<file path="src/rtl/di_fifo_term.sv">
// di_fifo_term: host-bus terminal that bridges single-word register
// transfers to a pair of streaming FIFOs.
//   - TX FIFO: host DATA writes push, fabric drains through tx_valid/tx_ready.
//   - RX FIFO: fabric fills through rx_valid/rx_ready, host DATA reads pop.
//   - STATUS register reports FIFO levels, full/empty and sticky errors.
//   - CTRL register: bit0 flushes both FIFOs, bit1 clears sticky errors.
// Ports:
//   ifclk, resetb          clock (rising edge), async active-low reset
//   di_term_addr           terminal address; this block answers to TERM_ADDR
//   di_reg_addr            0 DATA, 1 STATUS, 2 CTRL, others unmapped
//   di_len                 transfer length (unused, always one word)
//   di_read_mode/req/read  host read phase, request pulse, read strobe
//   di_write_mode/write    host write phase, write strobe
//   di_reg_datai           write data
//   di_read_rdy/write_rdy  terminal ready for read/write strobe
//   di_reg_datao           read data
//   di_transfer_status     0 ok, 1 FIFO error, 2 unmapped register
//   tx_valid/data/ready    host-to-fabric stream
//   rx_valid/data/ready    fabric-to-host stream
module di_fifo_term #(
    parameter logic [15:0] TERM_ADDR  = 16'h0010,
    parameter int          DEPTH_LOG2 = 4
) (
    input  logic        ifclk,
    input  logic        resetb,
    input  logic [15:0] di_term_addr,
    input  logic [31:0] di_reg_addr,
    input  logic [31:0] di_len,
    input  logic        di_read_mode,
    input  logic        di_read_req,
    input  logic        di_read,
    input  logic        di_write_mode,
    input  logic        di_write,
    input  logic [31:0] di_reg_datai,
    output logic        di_read_rdy,
    output logic        di_write_rdy,
    output logic [31:0] di_reg_datao,
    output logic [15:0] di_transfer_status,
    output logic        tx_valid,
    output logic [31:0] tx_data,
    input  logic        tx_ready,
    input  logic        rx_valid,
    input  logic [31:0] rx_data,
    output logic        rx_ready
);

    localparam int DEPTH = 1 << DEPTH_LOG2;
    localparam int CNT_W = DEPTH_LOG2 + 1;
    localparam logic [CNT_W-1:0]      CNT_FULL = CNT_W'(DEPTH);
    localparam logic [CNT_W-1:0]      CNT_ONE  = CNT_W'(1);
    localparam logic [DEPTH_LOG2-1:0] PTR_ONE  = DEPTH_LOG2'(1);

    logic sel, is_data, is_status, is_ctrl, unmapped;
    logic wr_acc, flush, sticky_clr;
    logic tx_full, tx_empty, rx_full, rx_empty;
    logic tx_push, tx_pop, rx_push, rx_pop;
    logic ovf_set, unf_set;
    logic overflow, underflow;
    logic read_rdy_q, pop_done;
    logic [31:0] datao_q, read_word, status_word;

    logic [31:0]           tx_mem [DEPTH];
    logic [31:0]           rx_mem [DEPTH];
    logic [DEPTH_LOG2-1:0] tx_wr_ptr, tx_rd_ptr, rx_wr_ptr, rx_rd_ptr;
    logic [CNT_W-1:0]      tx_count, rx_count;

    // Length is implied (one word) and the read phase flag carries no extra
    // information beyond the request/strobe pulses.
    logic unused_inputs;
    assign unused_inputs = ^{di_len, di_read_mode};

    assign sel       = (di_term_addr == TERM_ADDR);
    assign is_data   = (di_reg_addr == 32'd0);
    assign is_status = (di_reg_addr == 32'd1);
    assign is_ctrl   = (di_reg_addr == 32'd2);
    assign unmapped  = (di_reg_addr > 32'd2);

    assign tx_full  = (tx_count == CNT_FULL);
    assign tx_empty = (tx_count == '0);
    assign rx_full  = (rx_count == CNT_FULL);
    assign rx_empty = (rx_count == '0);

    assign wr_acc     = di_write && sel;
    assign flush      = wr_acc && is_ctrl && di_reg_datai[0];
    assign sticky_clr = wr_acc && is_ctrl && di_reg_datai[1];

    assign tx_push = wr_acc && is_data && !tx_full;
    assign tx_pop  = tx_valid && tx_ready;
    assign rx_push = rx_valid && rx_ready;
    // pop_done limits a DATA read to a single pop even if the strobe lingers.
    assign rx_pop  = di_read && sel && is_data && !rx_empty && !pop_done;

    assign ovf_set = wr_acc && is_data && tx_full;
    assign unf_set = di_read && sel && is_data && rx_empty && !pop_done;

    assign tx_valid = !tx_empty;
    assign tx_data  = tx_mem[tx_rd_ptr];
    assign rx_ready = !rx_full;

    assign di_write_rdy = sel && di_write_mode;
    assign di_read_rdy  = sel && read_rdy_q;
    assign di_reg_datao = sel ? datao_q : 32'd0;

    assign status_word = {tx_full, rx_empty, overflow, underflow, 3'b000,
                          9'(rx_count), 7'b0000000, 9'(tx_count)};

    // Register selected at read request time.
    always_comb begin
        read_word = 32'd0;
        if (is_data && !rx_empty) begin
            read_word = rx_mem[rx_rd_ptr];
        end else if (is_status) begin
            read_word = status_word;
        end
    end

    always_comb begin
        di_transfer_status = 16'd0;
        if (sel && (di_read || di_write)) begin
            if (unmapped) begin
                di_transfer_status = 16'd2;
            end else if (is_data && ((di_write && tx_full) || (di_read && rx_empty))) begin
                di_transfer_status = 16'd1;
            end
        end
    end

    // FIFO storage is not reset; only pointers and counts define contents.
    always_ff @(posedge ifclk) begin
        if (tx_push) begin
            tx_mem[tx_wr_ptr] <= di_reg_datai;
        end
        if (rx_push) begin
            rx_mem[rx_wr_ptr] <= rx_data;
        end
    end

    // TX pointers/count; flush overrides any same-cycle push or pop.
    always_ff @(posedge ifclk or negedge resetb) begin
        if (!resetb) begin
            tx_wr_ptr <= '0;
            tx_rd_ptr <= '0;
            tx_count  <= '0;
        end else if (flush) begin
            tx_wr_ptr <= '0;
            tx_rd_ptr <= '0;
            tx_count  <= '0;
        end else begin
            if (tx_push) tx_wr_ptr <= tx_wr_ptr + PTR_ONE;
            if (tx_pop)  tx_rd_ptr <= tx_rd_ptr + PTR_ONE;
            if (tx_push && !tx_pop)      tx_count <= tx_count + CNT_ONE;
            else if (tx_pop && !tx_push) tx_count <= tx_count - CNT_ONE;
        end
    end

    // RX pointers/count; flush overrides any same-cycle push or pop.
    always_ff @(posedge ifclk or negedge resetb) begin
        if (!resetb) begin
            rx_wr_ptr <= '0;
            rx_rd_ptr <= '0;
            rx_count  <= '0;
        end else if (flush) begin
            rx_wr_ptr <= '0;
            rx_rd_ptr <= '0;
            rx_count  <= '0;
        end else begin
            if (rx_push) rx_wr_ptr <= rx_wr_ptr + PTR_ONE;
            if (rx_pop)  rx_rd_ptr <= rx_rd_ptr + PTR_ONE;
            if (rx_push && !rx_pop)      rx_count <= rx_count + CNT_ONE;
            else if (rx_pop && !rx_push) rx_count <= rx_count - CNT_ONE;
        end
    end

    // Sticky error bits: a set wins over a clear in the same cycle.
    always_ff @(posedge ifclk or negedge resetb) begin
        if (!resetb) begin
            overflow  <= 1'b0;
            underflow <= 1'b0;
        end else begin
            if (ovf_set)         overflow <= 1'b1;
            else if (sticky_clr) overflow <= 1'b0;
            if (unf_set)         underflow <= 1'b1;
            else if (sticky_clr) underflow <= 1'b0;
        end
    end

    // Read handshake: data and ready appear the cycle after the request and
    // ready drops the cycle after the strobe. A new request re-arms the pop.
    always_ff @(posedge ifclk or negedge resetb) begin
        if (!resetb) begin
            read_rdy_q <= 1'b0;
            datao_q    <= 32'd0;
            pop_done   <= 1'b0;
        end else begin
            if (di_read) begin
                read_rdy_q <= 1'b0;
                pop_done   <= 1'b1;
            end
            if (di_read_req && sel) begin
                read_rdy_q <= 1'b1;
                datao_q    <= read_word;
                pop_done   <= 1'b0;
            end
        end
    end

endmodule

</file>
<file path="config.mk">
export PLATFORM = sky130hd
export DESIGN_NAME = di_fifo_term
export DESIGN_NICKNAME = d
export VERILOG_FILES = /design/src/rtl/di_fifo_term.sv
export SDC_FILE = /design/constraint.sdc
export NUM_CORES = 1
export LEC_CHECK = 0
export CORE_UTILIZATION = 35
export DETAILED_ROUTE_END_ITERATION = 6
export GPL_TIMING_DRIVEN = 1
export PLACE_DENSITY_LB_ADDON = 0.25
export SLEW_MARGIN = 10
export SYNTH_ARGS = -nofsm -noshare
export SYNTH_HDL_FRONTEND = slang
export SYNTH_SLANG_ARGS = --single-unit
</file>
<file path="constraint.sdc">
create_clock -name ifclk -period 5.5 [get_ports ifclk]
set_clock_uncertainty 0.05 [all_clocks]
set_input_delay 0.825 -clock ifclk [delete_from_list [all_inputs] [get_ports ifclk]]
set_output_delay 0.825 -clock ifclk [all_outputs]
set_load 0.005 [all_outputs]
</file>
==> results of run 1 <==
worst max-delay path: stages (launching register included):
cell and delay (ns):
dfrtp_4 0.87, buf_12 0.34, mux4_2 0.59, mux4_2 0.48, clkdlybuf4s50_1 0.58
worst paths after layout:
check	start	end	slack, ns	cells past startpoint
min in group ifclk	datao_q[9]	datao_q[9]	0.44	2
worst min register to register	datao_q[9]	datao_q[9]	0.44	2
worst max register to register	tx_count[1]	tx_mem[5][24]	1.95	6
worst max-delay path	tx_rd_ptr[0]	tx_data[1]	1.06	4
max in group asynchronous	resetb	tx_rd_ptr[1]	4.35	1
worst min-delay path	resetb	datao_q[29]	0.20	1
where the power goes:
| group | leakage, nW | switching (mW) | total [mW] | internal [mW] |
|---|---|---|---|---|
| sequential | 10.0 | 0.402 | 9.90 | 9.50 |
| clock | 1.70 | 3.11 | 7.18 | 4.07 |
| combinational | 4.01 | 1.64 | 3.65 | 2.00 |
| total | 15.7 | 5.16 | 20.7 | 15.6 |
cell type report:
| type | instances | area [µm²] | area share, % |
|---|---|---|---|
| sequential | 1086 | 32300 | 64.5 |
| timing repair buffer | 243 | 2490 | 4.98 |
| tap | 1612 | 2020 | 4.03 |
| inverter | 46 | 173 | 0.345 |
| clock inverter | 60 | 450 | 0.900 |
| antenna | 1 | 2.50 | 0.00500 |
| multi-input combinational | 701 | 9570 | 19.1 |
| clock buffer | 151 | 3040 | 6.07 |
through the flow:
step,power [mW],instance area [µm²]
final,20.7,50100
after global routing,21.5,50100
after CTS,21.0,50100
after detailed placement,13.8,46600
after global placement,13.7,46600
after floorplan,12.2,42500
kinds of logic after synthesis:
logic type      count (synthesis)
flops                        1086
other cells                     1
mux                           343
xor+xnor                       14
fa+ha+maj                      19
compound gates                100
simple gates                  211
buf+inv                       157
cells in the mapped netlist, drive strengths merged, types with 9 or more instances:
master and number:
edfxtp 1024, mux4 290, nand2 70, dfrtp 62
buf 60, and2 56, mux2i 53, clkbuf 51
inv 37, a221oi 30, o21ai 24, nor2 23
nor4 19, ha 17, o221ai 14, a21oi 13
and4 10, o21a 10, clkinv 9, nand4 9
per-layer routing:
layer	wire length, µm	up-vias	GRT usage [%]
met1	40700	10700	20.6
li1	-	8563	-
met2	49900	457	27.4
met4	2000	14	4.09
met5	99	-	0
met3	4800	159	3.01
flip-flops by register name, summed over array words and instances (netlist names):
signal	cells
tx_count	5
rx_rd_ptr	4
underflow	1
tx_rd_ptr	4
datao_q	32
tx_wr_ptr	4
pop_done	1
tx_mem	512
rx_count	5
read_rdy_q	1
rx_mem	512
rx_wr_ptr	4
overflow	1
==> metrics.txt, run 1 <==
status finished, final reports clean; YS warnings 0; largest net degree at the start of global routing 111; Hold Vio Cnt, Final 0; Critical Path AT roughly 3.6 ns; Placement Setup Slack between 0.9 and 1 ns; DP Cell Count 3688; Yosys cell types 48; post-CTS sizing 0; Slew @ Worst Pin 1.16 ns; average size of a mapped cell 22.0 µm²; Skew-Pair Late Insertion Delay around 0.69 ns; Compound-Gate Fraction of Synth Area ~1.7%; die area between 100000 and 150000 µm²; ranking of synthesized cells by area edfxtp_1 72%, mux4_2 15%, dfrtp_1 3.7%; Slew Viols, Final 0; TritonCTS Buffers roughly 110; Final ANT Viol Nets 0; FF+latch count, synth 1086; drt pass-1 iters 5; drt drc 0; Net count, final between 2000 and 2500; Initial Utilization 35.4%; HPWL after detailed placement 53900 µm; fin util between 40% and 50%; crit share post-route around four fifths; Setup crit end kind output pin; RSZ-0062 raised after global routing no; Bufs on Longest Clock Path 3; total I/O pin count roughly 240; Routed WL roughly 97000 µm; area leader, netlist edfxtp_1; # setup viols final 0; H-tree levels 3; Synth top area share around 72%; GP Congestion between 0.7 and 0.8; FMAX between 0.2 and 0.25 GHz; Post-Syn Instances 1931; sequential cell area fraction in the yosys report 76.2%; CTS Sinks 1086; clock root cell clkbuf_16; startpoint types flip-flop; first-pass GRT wire length between 100000 and 150000 µm; Setup CP Type reg2out; clk slew on worst S/H paths about 0.060 ns; VDD IR-drop max approximately 0.00026 V; Lkg Pwr approximately 16 nW; wire per inst 25.0 µm; PwrDens between 400 and 500 nW/µm²; Hold Buf Count CTS 0; final std cells w/o fill between 3000 and 4000; Synth Area in XOR/XNOR 0.289%; main combinational cell family by area after synthesis multiplexers; setup ws final about 1.1 ns; commonest non-fill, non-tap cells in the layout 1024 x edfxtp_1, 290 x mux4_2, 188 x clkdlybuf4s50_1; vias in the first global route 21000; Post-synth EDFFs a little over 1000; worst min path class in2async; GRT Residual Overflow 0; Post-Synth Adder-Cell Area less than 1%; Simple-Gate Fraction of Synth Area approximately 3%; Fin Hold WS around 0.2 ns; Vias a little under 20000; Rel. slew slack 22.4%; CTS tree yes; Area Overhead vs Synth 18.0%; Post-synth ARST share 5.71%; Total GRT Usage between 15 and 20%; Fill cells 10400; Required @ worst endpoint 4.62 ns; Netlist Area Pre-Place 42400 µm²; initial antenna violation count 9; clock period minus worst slack about 4.4 ns; fraction of layout cells with a size suffix above 1 between 20 and 25%; Post CTS Setup Buffer Count 0; die width 350 µm; Core Region between 100000 and 150000 µm²; Vias/cell roughly 5; most common cell after layout, fill and taps aside edfxtp_1; initial DRC count between 1500 and 2000; die boundary height about 350 µm; CP max FO 32; Site Rows around 130; mux cell area share after synthesis between 10% and 20%; Setup TNS Final 0 ns; maxcap violations 0; Synth Flop Type edfxtp_1; number of I/O port buffers 189
Power figures use the tool's default switching activity.
==> run 2: changes to the inputs <==
Clock period 5.5 ns to 4.3 ns, I/O delays scaled along.
==> metrics.txt, run 2 (synthesized netlist as in run 1, its figures left out) <==
status finished, final reports clean (unchanged); Worst path most repeated cell mux4_2 (unchanged); Routed WL 98000 µm (was 97400 µm); drt pass-1 iters 4 (was 5); Vias/cell 5.08 (was 5.10); placed instance area 47000 µm² (was 46600 µm²); GRT Residual Overflow 0 (unchanged); Site Rows 127 (unchanged); die boundary height 350 µm (unchanged); startpoint types flip-flop (unchanged); wire per inst 25.1 µm (was 25.0 µm); clock period minus worst slack 4.09 ns; setup ws final 0.211 ns (was 1.06 ns); Required @ worst endpoint 3.61 ns (was 4.62 ns); PwrDens 534 nW/µm² (was 414 nW/µm²); vias in the first global route 21300 (was 21000); Fin Hold WS 0.112 ns (was 0.200 ns); clk slew on worst S/H paths 0.06 ns (about the same); Critical Path AT 3.39 ns (was 3.56 ns); VDD IR-drop max 0.000403 V (was 0.000264 V); worst-path cell with the longest stage delay dfrtp_4 (unchanged); Net count, final 2378 (was 2362); Final ANT Viol Nets 0 (unchanged); # setup viols final 0 (unchanged); Regs by FF count rx_mem (512), tx_mem (512), datao_q (32) (unchanged); HPWL after detailed placement 56000 µm (was 53900 µm); Worst R2R End tx_count[4] (was tx_mem[5][24]); Hold Vio Cnt, Final 0 (unchanged); CTS Sinks 1086 (unchanged); crit share post-route approximately 95%; Total GRT Usage 16.1% (was 15.9%); R2R depth 10 (was 6); RSZ-0062 raised after global routing no (unchanged); CP max stage delay 0.58 ns (was 0.87 ns); Slew Viols, Final 0 (unchanged); commonest non-fill, non-tap cells in the layout 1024 x edfxtp_1, 290 x mux4_2, 188 x clkdlybuf4s50_1 (unchanged); Setup TNS Final 0 ns (unchanged); number of I/O port buffers 189 (unchanged); first-pass GRT wire length 143000 µm (was 142000 µm); Rel. slew slack 28.7% (was 22.4%); Tot Pwr 27.0 mW (was 20.7 mW); CP max FO 67 (was 32); GP Congestion 0.755 (was 0.731); Core Region 120000 µm² (unchanged); CP Cell Sequence buf_16 > mux4_2 > mux4_2 > clkdlybuf4s50_1 (was buf_12 > mux4_2 > mux4_2 > clkdlybuf4s50_1); Top delay family on crit path multiplexers (unchanged); post-route cell area 50700 µm² (was 50100 µm²); Slew @ Worst Pin 1.07 ns (was 1.16 ns); largest net degree at the start of global routing 68 (was 111); Initial Utilization 35.4% (unchanged); Setup crit end kind output pin (unchanged); TritonCTS Buffers 112 (unchanged); die width 350 µm (unchanged); initial antenna violation count 13 (was 9); clock root cell clkbuf_16 (unchanged); total I/O pin count 237 (unchanged); worst min path class in2async (unchanged); CTS tree yes (unchanged); die area 123000 µm² (unchanged); H-tree levels 3 (unchanged); Setup CP Type reg2out (unchanged); fraction of layout cells with a size suffix above 1 25.3% (was 24.6%); FMAX 0.245 GHz; most common cell after layout, fill and taps aside edfxtp_1 (unchanged); reg2reg setup slack 1.12 ns (was 1.95 ns); CP bufs+invs 2 (unchanged); Bufs on Longest Clock Path 3 (unchanged); Lkg Pwr 16.0 nW (was 15.7 nW); initial DRC count 1442 (was 1685); Skew-Pair Late Insertion Delay 0.68 ns (was 0.69 ns); Placement Setup Slack 0.402 ns (was 0.901 ns); worst flop-to-flop path startpoint tx_count[0] (was tx_count[1]); maxcap violations 0 (unchanged); drt drc 0 (unchanged); Vias 19900 (about the same); Area Overhead vs Synth 19.4% (was 18.0%); Hold Buf Count CTS 0 (unchanged)
run 2: cell count changes in the layout (fill, tap and decap cells not counted), sizes merged:
cell | before | now
buf | 55 | 71
clkinv | 57 | 40
clkbuf | 151 | 155
clkinvlp | 5 | 6
bufinv | 4 | 12
run 2: routing by layer:
metal | vias up | share of wire (%) | track usage [%]
met1 | 10600 | 41 | 20.3
met3 | 149 | 5.4 | 3.51
met2 | 479 | 51 | 27.8
met5 | - | 0.13 | 0
met4 | 18 | 2.2 | 4.31
li1 | 8580 | - | -
run 2: where the power goes:
group | switching [mW] | internal [mW]
clock network | 3.96 | 5.69
registers | 0.306 | 12.2
logic | 2.35 | 2.59
total | 6.61 | 20.4
run 2: timing repair:
action,CTS,global route
resized for setup,0,1
hold endpoints to repair,0,0
setup buffers,0,0
setup endpoints to repair,0,2
run 2: worst max-delay path by stage:
stage / startpoint / end / slack, ns / depth (start not counted)
global route: tx_rd_ptr[0] / tx_data[2] / 0.02 / 4
global placement: di_term_addr[2] / tx_mem[6][20] / 0.39 / 9
detailed placement: di_term_addr[2] / tx_mem[6][18] / 0.40 / 9
CTS: tx_rd_ptr[0] / tx_data[0] / 0.08 / 4
floorplan: di_term_addr[2] / tx_mem[0][0] / -0.99 / 5
finish: tx_rd_ptr[0] / tx_data[9] / 0.21 / 4
run 2: cell type report:
class | count | area (µm²)
clock inverter | 52 | 626
antenna | 1 | 2.50
tap | 1612 | 2020
timing repair buffer | 259 | 2900
clock buffer | 155 | 3060
inverter | 46 | 173
sequential | 1086 | 32300
fill | 10300 | 69300
multi-input combinational | 701 | 9570
run 2: per-stage QoR:
| step | util, % | std cells |
|---|---|---|
| 5_1_grt | 42.2 | 3911 |
| 3_5_place_dp | 39.1 | 3704 |
| 4_1_cts | 42.2 | 3911 |
| 2_1_floorplan | - | 1944 |
| 6_report | 42.2 | 3912 |
| 3_3_place_gp | 39.1 | 3704 |
==> run 3: changes to the inputs <==
Settings changed: CAP_MARGIN set to 30, CELL_PAD_IN_SITES_DETAIL_PLACEMENT set to 1, CELL_PAD_IN_SITES_GLOBAL_PLACEMENT set to 2.
==> metrics.txt, run 3 (synthesized netlist as in run 1, its figures left out) <==
placed instance area 47100 µm² (was 47000 µm²); TritonCTS Buffers 111 (was 112); post-CTS sizing 0 (unchanged); die width 350 µm (unchanged); total I/O pin count 237 (unchanged); Bufs on Longest Clock Path 3 (unchanged); Setup CP Type reg2out (unchanged); crit share post-route 91.8% (was 95.1%); RSZ-0062 raised after global routing no (unchanged); CTS Sinks 1086 (unchanged); clock root cell clkbuf_16 (unchanged); most common cell after layout, fill and taps aside edfxtp_1 (unchanged); clk slew on worst S/H paths 0.06 ns (about the same); DP Cell Count 3719 (was 3704); vias in the first global route 22000 (was 21300); Fill cells 11200 (was 10300); Hold Vio Cnt, Final 0 (unchanged); Net count, final 2393 (was 2378); drt pass-1 iters 5 (was 4); HPWL after detailed placement 60300 µm (was 56000 µm); initial DRC count 1637 (was 1442); worst min path class reg2reg (was in2async); Setup TNS Final 0 ns (unchanged); worst-path cell with the longest stage delay mux4_2 (was dfrtp_4); maxcap violations 0 (unchanged); setup ws final 0.352 ns (was 0.211 ns); Lkg Pwr 16.1 nW (was 16.0 nW); fraction of layout cells with a size suffix above 1 25.8% (was 25.3%); Vias/cell 5.16 (was 5.08); GRT Residual Overflow 0 (unchanged); startpoint types flip-flop (unchanged); Core Region 120000 µm² (unchanged); VDD IR-drop max 0.000335 V (was 0.000403 V); # setup viols final 0 (unchanged); drt drc 0 (unchanged); Critical Path AT 3.25 ns (was 3.39 ns); die area 123000 µm² (unchanged); Skew-Pair Late Insertion Delay 0.70 ns (was 0.68 ns); Area Overhead vs Synth 19.9% (was 19.4%); Setup crit end kind output pin (unchanged); commonest non-fill, non-tap cells in the layout 1024 x edfxtp_1, 290 x mux4_2, 188 x clkdlybuf4s50_1 (unchanged); Slew @ Worst Pin 0.833 ns (was 1.07 ns); Vias 20300 (was 19900); Regs by FF count rx_mem (512), tx_mem (512), datao_q (32) (unchanged); final std cells w/o fill 3934 (was 3912); CP Cell Sequence buf_12 > buf_12 > mux4_2 > mux4_2 > clkdlybuf4s50_1 (was buf_16 > mux4_2 > mux4_2 > clkdlybuf4s50_1); clock period minus worst slack 3.95 ns (was 4.09 ns); FMAX 0.253 GHz (was 0.245 GHz); Initial Utilization 35.4% (unchanged); initial antenna violation count 14 (was 13); Routed WL 104000 µm (was 98000 µm); Required @ worst endpoint 3.61 ns (about the same); CP max FO 23 (was 67); largest net degree at the start of global routing 96 (was 68); Final ANT Viol Nets 0 (unchanged); H-tree levels 3 (unchanged); post-route cell area 50900 µm² (was 50700 µm²); PwrDens 538 nW/µm² (was 534 nW/µm²); Site Rows 127 (unchanged); CP max stage delay 0.53 ns (was 0.58 ns); Total GRT Usage 17.1% (was 16.1%); CTS tree yes (unchanged); die boundary height 350 µm (unchanged); Slew Viols, Final 0 (unchanged); status finished, final reports clean (unchanged); Tot Pwr 27.4 mW (was 27.0 mW); first-pass GRT wire length 152000 µm (was 143000 µm); wire per inst 26.5 µm (was 25.1 µm); GP Congestion 0.736 (was 0.755); Rel. slew slack 44.4% (was 28.7%); Placement Setup Slack 0.319 ns (was 0.402 ns); number of I/O port buffers 189 (unchanged)
[run 3: changes by cell type in the layout (fill, tap and decap cells not counted), moves of 3 or more]
cell       before  now
clkinv_1       18   38
clkbuf_1       36   17
buf_4          33   47
clkbuf_8        5    0
clkinv_2       18   22
bufinv_16      12   15
diode_2         1    4
[run 3: path summary, 6_finish.rpt]
| path | cells past startpoint | slack, ns | endpoint | from |
|---|---|---|---|---|
| min reg2reg | 2 | 0.44 | datao_q[15] | datao_q[15] |
| max in group asynchronous | 3 | 2.87 | datao_q[11] | resetb |
| min in group asynchronous | 2 | 0.46 | tx_rd_ptr[0] | resetb |
| min | 2 | 0.44 | datao_q[15] | datao_q[15] |
| max reg2reg | 10 | 1.15 | tx_count[4] | tx_count[0] |
| max | 5 | 0.35 | tx_data[4] | tx_rd_ptr[0] |
[run 3: per-stage QoR]
step	hold WS [ns]	utilization [%]
5_1_grt	0.471	42.4
4_1_cts	0.432	42.4
2_1_floorplan	0.299	-
6_report	0.436	42.4
3_5_place_dp	0.417	39.3
3_3_place_gp	0.419	39.3
[run 3: repair_timing]
item,CTS,global route
setup buffers,0,0
hold buffers,1,0
endpoints found under the hold margin,38,0
[run 3: where the power goes]
group          internal [mW]  switching [mW]  total (mW)
Sequential              12.1           0.411        12.6
Clock                   5.70            4.14        9.84
Combinational           2.69            2.29        4.98
[run 3: cell type report]
type                    count  area (µm²)  share of cell area (%)
diodes                      4        10.0                  0.0197
inverters                  46         173                   0.339
well taps                1612        2020                    3.97
clock buffers             129        2870                    5.64
multi-input cells         701        9570                    18.8
clock inverters            81         885                    1.74
flip-flops and latches   1086       32300                    63.5
repair buffers            275        3030                    5.95
[run 3: routing by layer]
layer / part of all wire (%) / vias to the layer above / GRT usage (%)
li1: - / 8632 / -
met1: 41 / 11000 / 22.0
met2: 52 / 487 / 30.1
met3: 4.7 / 140 / 2.86
met4: 1.9 / 14 / 4.03
met5: 0.099 / - / 0
[run 3: critical path: cells and delay by family (launching register included)]
kind | cells | cell delay, ns
flip-flops | 1 | 0.52
multiplexers | 2 | 1.05
buffers and inverters | 3 | 0.96
